<file path="config.mk">
export PLATFORM = sky130hd
export DESIGN_NAME = multicycle_ctrl
export DESIGN_NICKNAME = d
export VERILOG_FILES = /design/src/rtl/multicycle_ctrl.sv
export SDC_FILE = /design/constraint.sdc
export NUM_CORES = 1
export LEC_CHECK = 0
export CORE_MARGIN = 3
export CORE_UTILIZATION = 25
export CTS_BUF_LIST = sky130_fd_sc_hd__clkbuf_8 sky130_fd_sc_hd__clkbuf_16
export DETAILED_ROUTE_END_ITERATION = 7
export PLACE_DENSITY = 0.59
export RECOVER_POWER = 25
export SKIP_CTS_REPAIR_TIMING = 1
export SYNTH_ARGS = -nofsm -noshare
export SYNTH_HDL_FRONTEND = slang
export SYNTH_SLANG_ARGS = --single-unit
</file>
<file path="constraint.sdc">
create_clock -name clk -period 3.4 [get_ports clk]
set_clock_uncertainty 0.05 [all_clocks]
set_input_delay 0.68 -clock clk [delete_from_list [all_inputs] [get_ports clk]]
set_output_delay 0.68 -clock clk [all_outputs]
set_load 0.05 [all_outputs]
</file>
<file path="src/rtl/multicycle_ctrl.sv">
// multicycle_ctrl: main control FSM that sequences the shared decoder /
// register file / ALU datapath as a multicycle RV32I core. It also keeps
// free-running cycle and retired-instruction counters for bring-up.
// Optional build macro: ILLEGAL_TRAP_EN -- when defined, undecodable
// instructions park the FSM in TRAP and raise the sticky illegal flag;
// when undefined they are skipped as NOPs (PC has already advanced).
module multicycle_ctrl #(
  parameter int COUNT_W = 32
) (
  input  logic               clk,
  input  logic               reset,
  input  logic [6:0]         opcode,
  input  logic [2:0]         func3,
  input  logic               func7b5,
  input  logic               zero,
  input  logic               mem_ready,
  output logic               mem_req,
  output logic               mem_write,
  output logic               adr_src,
  output logic               ir_write,
  output logic               pc_write,
  output logic               reg_write,
  output logic [1:0]         alu_src_a,
  output logic [1:0]         alu_src_b,
  output logic [1:0]         result_src,
  output logic [1:0]         alu_op,
  output logic [2:0]         imm_src,
  output logic               illegal,
  output logic [COUNT_W-1:0] cycle_count,
  output logic [COUNT_W-1:0] instret_count
);

  localparam logic [6:0] OP_LOAD   = 7'b0000011;
  localparam logic [6:0] OP_STORE  = 7'b0100011;
  localparam logic [6:0] OP_R      = 7'b0110011;
  localparam logic [6:0] OP_I      = 7'b0010011;
  localparam logic [6:0] OP_BRANCH = 7'b1100011;
  localparam logic [6:0] OP_JAL    = 7'b1101111;
  localparam logic [6:0] OP_JALR   = 7'b1100111;
  localparam logic [6:0] OP_LUI    = 7'b0110111;

  typedef enum logic [3:0] {
    S_FETCH    = 4'd0,
    S_DECODE   = 4'd1,
    S_MEMADR   = 4'd2,
    S_MEMREAD  = 4'd3,
    S_MEMWB    = 4'd4,
    S_MEMWRITE = 4'd5,
    S_EXECR    = 4'd6,
    S_EXECI    = 4'd7,
    S_ALUWB    = 4'd8,
    S_BRANCH   = 4'd9,
    S_JAL      = 4'd10,
    S_JALR     = 4'd11,
    S_LUI      = 4'd12,
    S_TRAP     = 4'd13
  } state_t;

`ifdef ILLEGAL_TRAP_EN
  localparam state_t S_ILL_NEXT = S_TRAP;
`else
  localparam state_t S_ILL_NEXT = S_FETCH;
`endif

  state_t             state_r;
  state_t             state_next_s;
  logic               retire_s;
  logic               set_illegal_s;
  logic               taken_s;
  logic               illegal_r;
  logic [COUNT_W-1:0] cycle_r;
  logic [COUNT_W-1:0] instret_r;
  logic               unused_func7b5_s;

  // func7b5 is decoded by the ALU control block, not by this FSM.
  assign unused_func7b5_s = func7b5;

  // Branch decision: beq/bne use the SUB zero flag, blt/bge(u) use the SLT result.
  assign taken_s = func3[2] ? (~zero ^ func3[0]) : (zero ^ func3[0]);

  assign illegal       = illegal_r;
  assign cycle_count   = cycle_r;
  assign instret_count = instret_r;

  // Next-state decode and retire detection.
  always_comb begin
    state_next_s = state_r;
    retire_s     = 1'b0;
    case (state_r)
      S_FETCH: begin
        if (mem_ready) begin
          state_next_s = S_DECODE;
        end else begin
          state_next_s = S_FETCH;
        end
      end
      S_DECODE: begin
        case (opcode)
          OP_LOAD, OP_STORE: state_next_s = S_MEMADR;
          OP_R:              state_next_s = S_EXECR;
          OP_I:              state_next_s = S_EXECI;
          OP_BRANCH: begin
            if (func3[2:1] == 2'b01) begin
              state_next_s = S_ILL_NEXT;
            end else begin
              state_next_s = S_BRANCH;
            end
          end
          OP_JAL:            state_next_s = S_JAL;
          OP_JALR:           state_next_s = S_JALR;
          OP_LUI:            state_next_s = S_LUI;
          default:           state_next_s = S_ILL_NEXT;
        endcase
      end
      S_MEMADR: begin
        if (opcode == OP_STORE) begin
          state_next_s = S_MEMWRITE;
        end else begin
          state_next_s = S_MEMREAD;
        end
      end
      S_MEMREAD: begin
        if (mem_ready) begin
          state_next_s = S_MEMWB;
        end else begin
          state_next_s = S_MEMREAD;
        end
      end
      S_MEMWB: begin
        state_next_s = S_FETCH;
        retire_s     = 1'b1;
      end
      S_MEMWRITE: begin
        if (mem_ready) begin
          state_next_s = S_FETCH;
          retire_s     = 1'b1;
        end else begin
          state_next_s = S_MEMWRITE;
        end
      end
      S_EXECR:  state_next_s = S_ALUWB;
      S_EXECI:  state_next_s = S_ALUWB;
      S_ALUWB: begin
        state_next_s = S_FETCH;
        retire_s     = 1'b1;
      end
      S_BRANCH: begin
        state_next_s = S_FETCH;
        retire_s     = 1'b1;
      end
      S_JAL:    state_next_s = S_ALUWB;
      S_JALR:   state_next_s = S_JAL;
      S_LUI:    state_next_s = S_ALUWB;
      S_TRAP:   state_next_s = S_TRAP;
      default:  state_next_s = S_FETCH;
    endcase
  end

  // Sticky illegal flag is raised on entry to TRAP (never in the NOP build).
  always_comb begin
`ifdef ILLEGAL_TRAP_EN
    set_illegal_s = (state_next_s == S_TRAP);
`else
    set_illegal_s = 1'b0;
`endif
  end

  // Datapath controls: per-state selects plus Mealy fetch/branch strobes, all forced low in reset.
  always_comb begin
    mem_req    = 1'b0;
    mem_write  = 1'b0;
    adr_src    = 1'b0;
    ir_write   = 1'b0;
    pc_write   = 1'b0;
    reg_write  = 1'b0;
    alu_src_a  = 2'b00;
    alu_src_b  = 2'b00;
    result_src = 2'b00;
    alu_op     = 2'b00;
    imm_src    = 3'b000;
    if (reset) begin
      case (state_r)
        S_FETCH: begin
          mem_req    = 1'b1;
          ir_write   = mem_ready;
          pc_write   = mem_ready;
          alu_src_b  = 2'b10;
          result_src = 2'b10;
        end
        S_DECODE: begin
          alu_src_a = 2'b01;
          alu_src_b = 2'b01;
          imm_src   = 3'b010;
        end
        S_MEMADR: begin
          alu_src_a = 2'b10;
          alu_src_b = 2'b01;
          if (opcode == OP_STORE) begin
            imm_src = 3'b001;
          end else begin
            imm_src = 3'b000;
          end
        end
        S_MEMREAD: begin
          mem_req = 1'b1;
          adr_src = 1'b1;
        end
        S_MEMWB: begin
          reg_write  = 1'b1;
          result_src = 2'b01;
        end
        S_MEMWRITE: begin
          mem_req   = 1'b1;
          mem_write = 1'b1;
          adr_src   = 1'b1;
        end
        S_EXECR: begin
          alu_src_a = 2'b10;
          alu_op    = 2'b10;
        end
        S_EXECI: begin
          alu_src_a = 2'b10;
          alu_src_b = 2'b01;
          alu_op    = 2'b10;
        end
        S_ALUWB: begin
          reg_write = 1'b1;
        end
        S_BRANCH: begin
          alu_src_a = 2'b10;
          pc_write  = taken_s;
          if (func3[2]) begin
            alu_op = 2'b10;
          end else begin
            alu_op = 2'b01;
          end
        end
        S_JAL: begin
          alu_src_a = 2'b01;
          alu_src_b = 2'b10;
          pc_write  = 1'b1;
        end
        S_JALR: begin
          alu_src_a = 2'b10;
          alu_src_b = 2'b01;
        end
        S_LUI: begin
          alu_src_a = 2'b11;
          alu_src_b = 2'b01;
          imm_src   = 3'b100;
        end
        default: begin
          mem_req = 1'b0;
        end
      endcase
    end else begin
      mem_req = 1'b0;
    end
  end

  // State register; reset aborts any access in flight and restarts at FETCH.
  always_ff @(posedge clk or negedge reset) begin
    if (!reset) begin
      state_r <= S_FETCH;
    end else begin
      state_r <= state_next_s;
    end
  end

  // Free-running cycle and retired-instruction counters, wrapping silently.
  always_ff @(posedge clk or negedge reset) begin
    if (!reset) begin
      cycle_r   <= '0;
      instret_r <= '0;
    end else begin
      cycle_r <= cycle_r + COUNT_W'(1);
      if (retire_s) begin
        instret_r <= instret_r + COUNT_W'(1);
      end else begin
        instret_r <= instret_r;
      end
    end
  end

  // Sticky illegal-instruction flag, cleared only by reset.
  always_ff @(posedge clk or negedge reset) begin
    if (!reset) begin
      illegal_r <= 1'b0;
    end else begin
      illegal_r <= illegal_r | set_illegal_s;
    end
  end

endmodule

</file>
# Word level (Yosys, flattened, before mapping)
# Index checks and enable logic that the tools add are counted.
# word_totals
register_bits,68
rom_bits,0
word_cells,76
mem_bits_rw,0
latchBits,0
mem_count,0
output_inout_bits,82
# op_classes
multipliers,0
n_addsub,2
n_mux,34
n_div,0
bitwise_logic,3
magnitude_cmp,0
n_reduce_logical,12
n_eq_ne,22
shift,0
# op_table
cell,count
$add 32x1->32 const B,2
$pmux 4 s8,1
$pmux 4 s7,1
$eq 4x4->1 const B,6
$eq 7x6->1 const B,3
$eq 7x7->1 const B,3
$eq 4x3->1 const B,4
$mux 1,15
$mux 3,4
$pmux 2 s2,3
$reduce_or 2->1,6
$mux 2,5
$reduce_or 5->1,2
$pmux 3 s3,1
$eq 4x2->1 const B,2
$eq 7x2->1 const B,1
$eq 7x5->1 const B,1
$pmux 2 s3,1
$reduce_or 3->1,2
$eq 4x1->1 const B,1
$logic_not 4->1,1
$mux 4,1
$reduce_or 4->1,1
$pmux 1 s3,1
other kinds (4),5

# Logic depth before layout (Yosys ltp)
# logic_depth
ltp_word,5
depth_mapped,7

# Worst setup path after synthesis
# No wires, ideal clock.
# synth_path
path_type,flip-flop to output port
startpoint,register state_r[1]
endpoint,output ir_write
t_arrival_ps,2629
stages_incl_launch_ff,6
required_time_ps,2670
setup_slack_ps,41
path_cell_list,dfrtp_1 -> clkbuf_1 -> nor2_1 -> nand2_1 -> nor3_1 -> and2_1
# synth_via
elab_chain_cells,3
# synth_lines
item,line,text
from (decl),65,state_t state_r;
from (signal assigned),266,state_r <= state_next_s;
$logic_not 4->1,182,case (state_r)
$mux 1,182,
$mux 1,181,if (reset) begin
to (decl),20,"output logic ir_write,"
# No other way between the ends.

# Final worst setup path
# layout_path
startpoint,register state_r[1]
endpoint,output alu_src_b[0]
# layout_via
elab_chain_cells,4
# layout_lines
item,line,text
$eq 4x2->1 (tied with other cells),182,
$reduce_or 5->1 (no line) / $reduce_or 2->1 (equally long branches),-,
$pmux 2 s2 (*),182,
$mux 2 (*),181,
to (decl),24,"output logic [1:0] alu_src_b,"
# Mark *: on every way between the ends. The rest lies on a longest branch, timed or not.

==> out/metrics.cfg <==
[cells_and_area]
drive_above_1_share_pct = 9.934
nNetsFinal = 467
ff_latch_area_um2 = 1702
fin_area_um2 = 5040
multi_input_area_um2 = 1788
stdcell_count = 629
num-fill-cells = 1356
syn_to_final_growth_pct = 41.53
antennaDiodeCount = 0

[timing]
max_clock_freq_mhz = 335.5
setup_viol = 0
setup_ws_ps = 419.3
slew_headroom_pct = -8.096
drv_slew = 65
final_hold_viol_count = 0
setup_tns_ps = 0
timing.final.crit_period_ps = 2981
rsz0062_at_grt = no
worst_pin_slew_ps = 1621
period_share_pct = 87.67

[logic_synthesis]
synth_seq_cells = 68
yosysTopAreaCellShare_pct = 47.79
yosysWarnings = 0
yosysTopAreaCell = dfrtp_1
synthFlopType = dfrtp_1
synth_area_leaders = dfrtp_1, xnor2_1, xor2_1
avgSynthCellArea_um2 = 10.12
synth_most_common_cell = dfrtp_1
syn_nets = 369
ys_top_cells_by_count = dfrtp_1, nand2_1, xnor2_1
netlist_area_um2 = 3561
synth_cell_types = 45
synth_edf_count = 0
synthArstFlopShare_pct = 100.0
ys_seq_area_share_pct = 47.79
syn_inst = 352

[worst_setup_path]
path_delay_family = flip-flops
path_buf_inv = 1
worstSetupPathType = flop to output port
slowest_delay_ps = 700
cp_num_cells = 6
path_cells = nand2b_1, nor3b_1, a21oi_1, nor2_1, a311oi_1, buf_12
critPathMaxFanout = 16
worstPathArrival_ps = 2250
slowest_stage = dfrtp_1
reg2reg_depth = 5
crit_required_ps = 2670
cp-end-kind = output port
critPathLaunchType = flop

[drt]
firstDrtPassIters = 4
drc = 0
post_drt_wl_per_cell_um = 14.16
drtIter0Drc = 223
num_vias = 2934
ant_nets = 0
wl_mm = 8.906
via_per_inst = 4.665

[floorplan]
start_util_pct = 26.26
dieWidth_um = 125.3
coreArea_um2 = 13560
ioPinCount = 97
rows = 42
die_height_um = 125.3
fp.dieArea_um2 = 15710

[pwr]
pwr_density_cell_nw_per_um2 = 502.5
fin_total_pwr_mw = 2.533
p_leak_nw = 1.977
ir_drop_mv = 0.2245

[placed_design]
globalplace.congestion = 0.8463
port_buffers = 94
hpwl_mm = 6.577
dpl_cell_area_um2 = 4773
dp_cells = 615
dp_slack_ps = 464.9

[grt]
grt_antenna_before_repair = 1
grt_max_degree = 65
overflow = 0
grt_pass1_wl_mm = 14.85
first_global_vias = 2843
track_usage_pct = 11.48

[clock_tree]
numCtsBuffers = 9
cts_root_buf = clkbuf_16
path_clk_slew_ps = 50
cts.sinks = 68
clock_path_buffers = 2
cts_tree = yes
clk_latency_ps = 330
htree_levels = 3

[run]
max-cap-violations = 1

[status]
violations = max-capacitance violations, max-slew violations
status = complete, but fails checks

[hold_path]
min_path_type = input port to asynchronous set/reset pin

-- flip-flops by register name, indices dropped and copies added, names as in the netlist --
| name | flops |
|---|---|
| cycle_count | 32 |
| instret_count | 32 |
| state_r | 4 |
-- kinds of logic after synthesis --
group           count (synthesis)  synth area share (%)
fa+ha+maj                       2                0.7026
mux                             2                0.5973
flops                          68                 47.79
xor+xnor                       64                 15.74
buf+inv                        14                 2.003
compound gates                 26                 4.920
simple gates                  175                 28.14
other cells                     1                0.1053
-- layout by cell type, fill, tap and decap left out, drive strengths merged, types with 8 or more instances in the layout --
cell type      count
a21oi              8
buf               17
clkbuf            11
clkdlybuf4s50     76
dfrtp             68
inv                8
nand2             47
nand2b            11
nand3             14
nand4             22
nor2              22
nor3              11
nor4              11
xnor2             41
xor2              23
-- area by class of cell --
type | instances | share of cell area, %
clock inverters | 5 | 0.9434
inverters | 6 | 0.4469
repair buffers | 95 | 20.53
clock buffers | 9 | 4.469
flip-flops and latches | 68 | 33.76
multi-input cells | 270 | 35.48
well taps | 176 | 4.369
-- metrics by stage --
step	utilization [%]	hold slack, ps
after floorplan	-	334.4
after global placement	35.21	408.7
after detailed placement	35.21	425.8
after CTS	37.22	117.2
after global routing	37.17	314.2
final	37.17	269.7
-- worst paths after layout --
kind / startpoint / endpoint / slack [ps]
hold / removal: reset / state_r[1] / 270
max in group asynchronous: reset / cycle_count[30] / 1060
setup / recovery: state_r[1] / alu_src_b[0] / 420
setup reg to reg: state_r[3] / instret_count[24] / 1140
hold reg to reg: cycle_count[31] / cycle_count[31] / 430
min in group clk: cycle_count[31] / cycle_count[31] / 430
-- layer usage --
| metal | share of wire (%) | track usage (%) | up-vias | routed length [um] |
|---|---|---|---|---|
| li1 | - | - | 1424 | - |
| met1 | 46 | 15.21 | 1428 | 4072 |
| met2 | 46 | 17.27 | 68 | 4073 |
| met3 | 6.9 | 4.136 | 12 | 613 |
| met4 | 1.5 | 4.209 | 2 | 133 |
| met5 | 0.15 | 0 | - | 13 |
-- power by group --
group          total [mW]  switching [mW]  leakage (nW)  internal (mW)
registers           0.940          0.0928         0.864          0.847
clock network       0.871           0.321         0.144          0.551
logic               0.722           0.440         0.970          0.281
Note: power is estimated with default switching activity, not from simulation.
